## config.mk

```make
export PLATFORM = sky130hd
export DESIGN_NAME = sipo_frame_ctrl
export DESIGN_NICKNAME = d
export VERILOG_FILES = /design/src/rtl/sipo_ctrl_pkg.sv /design/src/rtl/sipo_shift_en.sv /design/src/rtl/sipo_frame_ctrl.sv
export SDC_FILE = /design/constraint.sdc
export NUM_CORES = 1
export LEC_CHECK = 0
export CORE_MARGIN = 5
export CORE_UTILIZATION = 53
export DETAILED_ROUTE_END_ITERATION = 10
export DONT_BUFFER_PORTS = 1
export PLACE_DENSITY = 0.69
export RECOVER_POWER = 50
export SLEW_MARGIN = 20
export SYNTH_ARGS = -nofsm -noshare
export SYNTH_HDL_FRONTEND = slang
export SYNTH_SLANG_ARGS = --single-unit
```

## constraint.sdc

```tcl
create_clock -name clock -period 1.8 [get_ports clock]
set_clock_uncertainty 0.05 [all_clocks]
set_input_delay 0.27 -clock clock [delete_from_list [all_inputs] [get_ports clock]]
set_output_delay 0.27 -clock clock [all_outputs]
set_load 0.01 [all_outputs]
```

## src/rtl/sipo_ctrl_pkg.sv

```systemverilog
// rtl/sipo_ctrl_pkg.sv - shared types and default sizes for the SIPO frame sequencer
package sipo_ctrl_pkg;

    localparam int DEF_WIDTH = 32;
    localparam int DEF_CNT_W = 6;

    typedef enum logic [1:0] {
        IDLE  = 2'd0,
        SHIFT = 2'd1,
        PAR   = 2'd2,
        HOLD  = 2'd3
    } state_t;

endpackage

```

## src/rtl/sipo_shift_en.sv

```systemverilog
// rtl/sipo_shift_en.sv - WIDTH-bit MSB-first shift register with enable and sync active-low clear
module sipo_shift_en #(
    parameter int WIDTH = 32
) (
    input  logic             clock,
    input  logic             clr_n,
    input  logic             en,
    input  logic             din,
    output logic [WIDTH-1:0] q
);

    always_ff @(posedge clock) begin
        if (!clr_n) begin
            q <= '0;
        end else if (en) begin
            q <= {q[WIDTH-2:0], din};
        end
    end

endmodule

```

## src/rtl/sipo_frame_ctrl.sv

```systemverilog
// rtl/sipo_frame_ctrl.sv - frame sequencer for the serial-in/parallel-out capture path
// Optional parity bit per frame when PARITY_CHECK_EN is defined.
module sipo_frame_ctrl
    import sipo_ctrl_pkg::*;
#(
    parameter int WIDTH = DEF_WIDTH,
    parameter int CNT_W = DEF_CNT_W
) (
    input  logic             clock,
    input  logic             rst,
    input  logic             frame_start,
    input  logic             din,
    input  logic             din_valid,
    input  logic             word_ready,
    output logic             word_valid,
    output logic [WIDTH-1:0] word,
    output logic             busy,
    output logic [CNT_W-1:0] bit_cnt,
    output logic             frame_err,
    output logic             overrun,
    output logic             parity_err
);

    state_t state;
    logic   shift_en;
    logic   last_bit;

    // A restart strobe takes priority over a coincident data bit, so that bit is dropped.
    assign shift_en = (state == SHIFT) && din_valid && !frame_start;
    assign last_bit = (bit_cnt == CNT_W'(WIDTH - 1));

    sipo_shift_en #(
        .WIDTH(WIDTH)
    ) u_shift (
        .clock (clock),
        .clr_n (rst),
        .en    (shift_en),
        .din   (din),
        .q     (word)
    );

`ifdef PARITY_CHECK_EN
    logic parity_q;
    assign parity_err = parity_q;
`else
    assign parity_err = 1'b0;
`endif

    always_ff @(posedge clock) begin
        if (!rst) begin
            state      <= IDLE;
            bit_cnt    <= '0;
            word_valid <= 1'b0;
            busy       <= 1'b0;
            frame_err  <= 1'b0;
            overrun    <= 1'b0;
`ifdef PARITY_CHECK_EN
            parity_q   <= 1'b0;
`endif
        end else begin
            case (state)
                IDLE: begin
                    if (frame_start) begin
                        state   <= SHIFT;
                        bit_cnt <= '0;
                        busy    <= 1'b1;
                    end
                end
                SHIFT: begin
                    if (frame_start) begin
                        frame_err <= 1'b1;
                        bit_cnt   <= '0;
                    end else if (din_valid) begin
                        bit_cnt <= bit_cnt + 1'b1;
                        if (last_bit) begin
`ifdef PARITY_CHECK_EN
                            state      <= PAR;
`else
                            state      <= HOLD;
                            word_valid <= 1'b1;
`endif
                        end
                    end
                end
`ifdef PARITY_CHECK_EN
                PAR: begin
                    if (frame_start) begin
                        frame_err <= 1'b1;
                        bit_cnt   <= '0;
                        state     <= SHIFT;
                    end else if (din_valid) begin
                        state      <= HOLD;
                        word_valid <= 1'b1;
                        parity_q   <= ^{word, din};
                    end
                end
`endif
                HOLD: begin
                    if (word_ready) begin
                        word_valid <= 1'b0;
                        if (frame_start) begin
                            state   <= SHIFT;
                            bit_cnt <= '0;
                        end else begin
                            state <= IDLE;
                            busy  <= 1'b0;
                        end
                    end else if (frame_start) begin
                        overrun <= 1'b1;
                    end
                end
                default: begin
                    state <= IDLE;
                    busy  <= 1'b0;
                end
            endcase
        end
    end

endmodule

```

After elaboration in Yosys (flattened, before gate mapping)
Index checks and enable logic that the tools add are counted.
- register bits after elaboration: 44
- bits in latches: 0
- RAM bits: 0
- memory bits (read-only): 0
- input bits: 6
- memories kept: 0
- add/sub/neg operators: 1
- multiply operators: 0
- divide/modulo/power cells: 0
- magnitude comparators: 0
- equal/unequal tests: 10
- shift-type cells: 0
- multiplexer cells: 21
- bitwise operators: 2
- reduce and logical (&&, ||, !) cells: 12
- operators by type and width (kind ; number):
    6-bit two-way mux ; 4
    6-bit case mux with 3 select lines ; 1
    2-bit inequality test, second input constant ; 6
    2-bit two-way mux ; 5
    5-bit AND reduction ; 2
    1-bit two-way mux ; 8
    6-bit by 1-bit adder with 6-bit output, second input constant ; 1
    6-bit by 5-bit == test with 1-bit output, second input constant ; 1
    2-bit case mux with 3 select lines ; 1
    3-bit AND reduction ; 2
    4-bit AND reduction ; 1
    3-bit inequality test, second input constant ; 1
    1-bit case mux with 3 select lines ; 1
    3-bit nonzero test ; 1
    2-bit by 1-bit == test with 1-bit output, second input constant ; 1
    2-bit == test, second input constant ; 1
    1-bit logical AND ; 2
    2-bit logical NOT ; 1
    1-bit NOT ; 2
    1-bit case mux with 2 select lines ; 1
    2-bit AND reduction ; 1
    2-bit nonzero test ; 1
    1-bit logical NOT ; 1

Depth between registers and ports, before layout
Gate-level depths: netlist of run 1.
- depth in word-level cells: 5
- mapped depth: 7
- gate-level depth less buffers: 5

Hierarchy
A second synthesis of run 1 with hierarchy kept.
- cell total of the unflattened synthesis: 175
- area total of the unflattened synthesis: 1843.0 sq um
- modules (own cells, without submodules) (module ; instances ; cells an instance ; area each (sq um) ; sequential area each (sq um)):
    sipo_shift_en ; 1 ; 103 ; 1243.7 ; 640.6
    sipo_frame_ctrl ; 1 ; 72 ; 599.3 ; 240.2

Worst setup path after synthesis of run 1
No wires, ideal clock.
- kind: reg2reg
- start: reg state[1]
- end: reg bit_cnt[5]
- data arrival time: 1257 ps
- path slack: 372 ps
- cell stages (with the launch flop): 6
- buffers on the path: 1
- cell sequence: dfxtp_1 > buf_6 > and2b_1 > nand4_1 > a21oi_1 > mux2_2
- cells in the longest elaborated chain, start to end: 3
- RTL lines (what ; RTL line ; RTL):
    start, declared ; sipo_frame_ctrl.sv:24 ; state_t state;
    start signal, assigned ; sipo_frame_ctrl.sv:51 ; state <= IDLE;
    start signal, assigned ; sipo_frame_ctrl.sv:64 ; state <= SHIFT;
    start signal, assigned ; sipo_frame_ctrl.sv:79 ; state <= HOLD;
    2-bit by 1-bit == test with 1-bit output, or another cell as far along ; sipo_frame_ctrl.sv:61 ; case (state)
    3-bit inequality test (no line), or another cell as far along ; -- ;
    3-bit AND reduction (no line) ; -- ;
    end signal, assigned ; sipo_frame_ctrl.sv:74 ; bit_cnt <= bit_cnt + 1'b1;
    end, declared ; sipo_frame_ctrl.sv:18 ; output logic [CNT_W-1:0] bit_cnt,
Several ways; a longest one is shown, not always the timed one.
A chain may end at the register's enable or synchronous reset.

Worst setup path in the final report of run 1
- start: reg bit_cnt[0]
- end: reg word_valid
- cells in the longest elaborated chain, start to end: 3
- RTL lines (what ; RTL line ; RTL):
    6-bit by 5-bit == test with 1-bit output ; sipo_frame_ctrl.sv:30 ; assign last_bit = (bit_cnt == CNT_W'(WIDTH - 1));
    2-bit inequality test (no line) ; -- ;
    5-bit AND reduction (no line) ; -- ;
    end signal, assigned ; sipo_frame_ctrl.sv:53 ; word_valid <= 1'b0;
    end signal, assigned ; sipo_frame_ctrl.sv:80 ; word_valid <= 1'b1;
    end signal, assigned ; sipo_frame_ctrl.sv:100 ; word_valid <= 1'b0;
    end, declared ; sipo_frame_ctrl.sv:15 ; output logic word_valid,
Every way passes these cells.

==> results of run 1 <==
-- registers in the layout (all words and copies together) (netlist names) --
| name | cells |
|---|---|
| busy | 1 |
| bit_cnt | 6 |
| state | 2 |
| u_shift.q | 32 |
| frame_err | 1 |
| word_valid | 1 |
| overrun | 1 |
-- worst paths after layout --
path | startpoint | end | cells after the start
hold / removal | frame_start | overrun | 2
hold reg to reg | u_shift.q[24] | u_shift.q[25] | 2
setup / recovery | bit_cnt[0] | word_valid | 5
setup reg to reg | bit_cnt[0] | word_valid | 5
-- metrics by stage --
step / setup WS (ps) / cells / instance area [µm²] / utilization (%)
after floorplan: 372 / 217 / 1840 / -
after global placement: 258 / 253 / 1810 / 54.3
after detailed placement: 207 / 253 / 1810 / 54.3
after CTS: 192 / 264 / 1930 / 57.9
after global routing: 54.9 / 264 / 1930 / 57.9
final: 190 / 264 / 1930 / 57.9
-- cell usage after synthesis (2+ instances only) --
| cell | n |
|---|---|
| a21oi_2 | 14 |
| and2_1 | 2 |
| a311oi_1 | 2 |
| nor3_1 | 3 |
| buf_6 | 3 |
| clkbuf_1 | 4 |
| dfxtp_1 | 44 |
| a21boi_0 | 2 |
| inv_1 | 6 |
| buf_4 | 2 |
| nor2_1 | 9 |
| o21ai_0 | 3 |
| a31oi_1 | 2 |
| nand2_1 | 67 |
| o21ai_1 | 3 |
| nand3_1 | 4 |
| buf_8 | 3 |
| buf_2 | 4 |
| a21oi_1 | 25 |
-- per-layer routing --
metal,routed length [µm],track usage (%),vias to the layer above
met5,0,0,-
met4,82,10.7,0
met3,350,6.97,8
met2,1810,28.8,42
met1,1530,18.6,679
li1,-,-,715
-- area by class of cell --
class                   count  area (µm²)  share of cell area (%)
flip-flops and latches     44         881                    45.6
clock inverters             2        38.8                    2.01
well taps                  46        57.6                    2.98
multi-input cells         151         807                    41.7
repair buffers              9        75.1                    3.88
inverters                   6        22.5                    1.17
clock buffers               6        51.3                    2.65
-- kinds of logic after synthesis --
kind of cell	count (synthesis)	synth area share, %
simple gates	94	23.2
compound gates	54	19.2
flops	44	47.9
buf+inv	22	8.23
mux	1	0.612
fa+ha+maj	1	0.680
other cells	1	0.204
-- where the power goes --
group / internal, mW / leakage [nW] / switching [mW] / total (mW)
clock network: 0.333 / 0.0484 / 0.328 / 0.661
logic: 0.0252 / 0.218 / 0.0506 / 0.0759
registers: 0.981 / 0.355 / 0.0131 / 0.994
==> impl_metrics.yaml, run 1 <==
grt:
  antenna_found_initial: 0
  grt_overflow: 0
  grt_usage_pct: 17.5
  grt_pass1_wl_mm: 6.14
  grt_pass1_vias: 1380
  grt_max_degree: 40
clocking:
  post_cts_buffers: 0
  cts.clk_slew.worst_paths_ps: 130
  htreeDepth: 2
  clk_path_buf_depth: 2
  cts_resized: 0
  tritoncts: "yes"
  numCtsBuffers: 5
  cts_root_buffer: "clkbuf_4"
  cts_sinks: 44
  worst_skew_pair.late_latency_ps: 360
  cts.hold.buffers_added: 3
route:
  drtIter0Drc: 115
  wl_mm: 3.77
  vias: 1444
  drtPass1Iterations: 4
  wire_per_inst_um: 14.3
  drtAntennaViolNets: 0
  vias_per_cell: 5.47
  drc: 0
floorplan:
  die_width_um: 68.9
  dieArea_um2: 4750
  die_height_um: 68.9
  start_util_pct: 55.1
  io_pins: 49
  rows: 21
  core_um2: 3340
cells_and_area:
  antennaDiodeCount: 0
  final_common_cell: "nand2_1"
  fillCellCount: 325
  syn_to_final_growth_pct: 5.10
  mostFrequentLayoutCells: "67 x nand2_1, 44 x dfxtp_1, 25 x a21oi_1, 14 x a21oi_2, 9 x nor2_1"
  fin_nets: 224
  drive_gt1_share_pct: 14.7
timing:
  drv_slew: 0
  fmax_mhz: 621
  rsz0062_at_grt: "no"
  layout_min_cycle_time_ps: 1610
  setup_viol: 0
  hold_viol: 0
  period_share_pct: 89.4
  setup_tns_ps: 0
  hold_ws_ps: 21.9
yosys:
  synth_seq_area_share_pct: 47.9
  syn_area_per_cell_um2: 8.48
  synth_edf_count: 0
  synth_top_area_cell: "dfxtp_1"
  synthArstFlopShare_pct: 0
  ys.flop_type: "dfxtp_1"
  syn_area_um2: 1840
  synthTopCellsByArea: "dfxtp_1 48%, nand2_1 14%, a21oi_1 6.8%"
  syn_inst: 217
  synth_cell_types: 34
  syn_nets: 224
  ys_seq_elements: 44
  yosysWarnings: 0
  synth_top_area_share_pct: 47.9
worst_hold_path:
  min_path_type: "in -> reg"
power:
  power.total_mw: 1.73
  p_per_area_nw_per_um2: 896
  peakVddDrop_mv: 0.501
  power_leakage_nw: 0.622
placed_design:
  io_buffers: 0
  hpwl_mm: 2.66
  globalplace.congestion: 0.826
flow_run:
  maxCapViolations: 0
setup_path:
  cp.buffers_inverters: 0
  cpMaxStageDelayCell: "dfxtp_1"
  end_kind: "flop"
  start_kind: "flop"
  required_ps: 2020
  ff2ff_setup_slack_ps: 190
  path_class: "reg -> reg"
  crit_family: "simple AND/OR/NAND/NOR gates"
  path_max_fanout: 6
  crit_path_max_incr_delay_ps: 500
  crit_chain: "ha_1, nand3_1, nor4_4, nor2_1, a311oi_1"
  arrival_ps: 1830
run_status:
  status: "completed"
Note: power is estimated with default switching activity, not from simulation.
==> run 2, diff against run 1 <==
Settings changed: SLEW_MARGIN 20 to 10.
==> results of run 2 <==
No change in the layout: final DEF, timing and power equal those of run 1.
==> run 3, diff against run 2 <==
Settings changed: CORE_MARGIN 5 to not set.
==> impl_metrics.yaml, run 3 (synthesized netlist as in run 1, its figures left out) <==
run_status:
  status: "completed"
setup_path:
  worstSetupEndpoint: "word_valid"
  arrival_ps: 1850
  ff2ff_setup_slack_ps: 160
  r2r_end: "word_valid"
  path_max_fanout: 6
  cpMaxStageDelayCell: "dfxtp_1"
  crit_path_max_incr_delay_ps: 470
  critPathLaunch: "bit_cnt[0]"
  path_class: "reg -> reg"
  end_kind: "flop"
  required_ps: 2010
  ff2ff_path_depth: 5
  crit_chain: "ha_1, nand3_1, nor4_4, nor2_1, a311oi_1"
  r2r-start: "bit_cnt[0]"
  start_kind: "flop"
grt:
  grt_max_degree: 33
  antenna_found_initial: 0
  grt_usage_pct: 19.1
  grt_overflow: 0
  grt_pass1_wl_mm: 5.14
  grt_pass1_vias: 1240
timing:
  drv_slew: 0
  setup_viol: 0
  layout_min_cycle_time_ps: 1640
  setup_tns_ps: 0
  hold_ws_ps: 19.0
  fmax_mhz: 610
  period_share_pct: 91.1
  hold_viol: 0
  rsz0062_at_grt: "no"
route:
  drtAntennaViolNets: 0
  wl_mm: 3.39
  vias: 1415
  drtPass1Iterations: 4
  drc: 0
  vias_per_cell: 5.42
  wire_per_inst_um: 13.0
  drtIter0Drc: 47
clocking:
  cts.clk_slew.worst_paths_ps: 130
  clk_path_buf_depth: 2
  cts_sinks: 44
  worst_skew_pair.late_latency_ps: 350
  cts_resized: 0
  cts_root_buffer: "clkbuf_4"
  htreeDepth: 2
  numCtsBuffers: 5
  tritoncts: "yes"
power:
  p_per_area_nw_per_um2: 887
  peakVddDrop_mv: 0.569
  power.total_mw: 1.71
  power_leakage_nw: 0.614
cells_and_area:
  reg_top3: "u_shift.q: 32 flops, bit_cnt: 6 flops, state: 2 flops"
  regMostFlops: "u_shift.q"
  largest_register_ff_count: 32
  drive_gt1_share_pct: 14.0
  antennaDiodeCount: 0
  mostFrequentLayoutCells: "67 x nand2_1, 44 x dfxtp_1, 25 x a21oi_1, 14 x a21oi_2, 9 x nor2_1"
  final_common_cell: "nand2_1"
  syn_to_final_growth_pct: 5.10
  fin_nets: 221
  fin_util_pct: 57.9
placed_design:
  io_buffers: 0
  globalplace.congestion: 0.747
  hpwl_mm: 2.41
floorplan:
  rows: 21
  io_pins: 49
  core_um2: 3340
  die_height_um: 60.9
  die_width_um: 60.9
  dieArea_um2: 3710
  start_util_pct: 55.1
worst_hold_path:
  min_path_type: "in -> reg"
flow_run:
  maxCapViolations: 0
-- run 3: changes by cell type in the layout (fill, tap and decap cells not counted), sizes merged --
cell         change
buf              -2
dlygate4sd3      -1
-- run 3: worst min-delay path by stage --
| stage | start | endpoint | slack (ps) | depth (start not counted) |
|---|---|---|---|---|
| 6_report | frame_start | overrun | 20 | 2 |
| 3_3_place_gp | word_ready | state[0] | 340 | 1 |
| 2_1_floorplan | word_ready | word_valid | 340 | 1 |
| 3_5_place_dp | word_ready | word_valid | 350 | 1 |
| 5_1_grt | din | u_shift.q[0] | 10 | 2 |
| 4_1_cts | din | u_shift.q[0] | 10 | 2 |
-- run 3: worst max-delay path: cells and delay by family, from the launching register on --
family / cells / cell delay, ps
adders and majority gates: 1 / 260
DFF: 1 / 470
AOI/OAI and AO/OA: 1 / 220
and+or+nand+nor: 3 / 570
-- run 3: where the power goes --
group / switching (mW) / internal [mW]
clock network: 0.310 / 0.333
logic: 0.0501 / 0.0277
registers: 0.0123 / 0.981
-- run 3: cell type report --
type	instances	area, µm²
fill	318	1400
sequential	44	881
multi-input combinational	151	807
timing repair buffer	6	75.1
tap	46	57.6
clock buffer	6	51.3
clock inverter	2	38.8
inverter	6	22.5
-- run 3: repair_timing --
| action | 4_1_cts | 5_1_grt |
|---|---|---|
| endpoints found under the setup margin | 0 | 0 |
| buffers inserted | 0 | 0 |
| hold buffers | 2 | 0 |
| endpoints found under the hold margin | 3 | 0 |
-- run 3: metal layers --
metal,GRT usage (%),share of wire [%]
met2,33.9,49
met5,0,0
met1,20.2,41
met3,8.32,8.2
met4,6.82,1.4
-- run 3: metrics by stage --
| step | std cells | setup WS, ps | area [µm²] |
|---|---|---|---|
| floorplan | 217 | 372 | 1840 |
| global placement | 251 | 221 | 1820 |
| detailed placement | 251 | 181 | 1820 |
| CTS | 261 | 151 | 1930 |
| global route | 261 | 3.33 | 1930 |
| finish | 261 | 159 | 1930 |
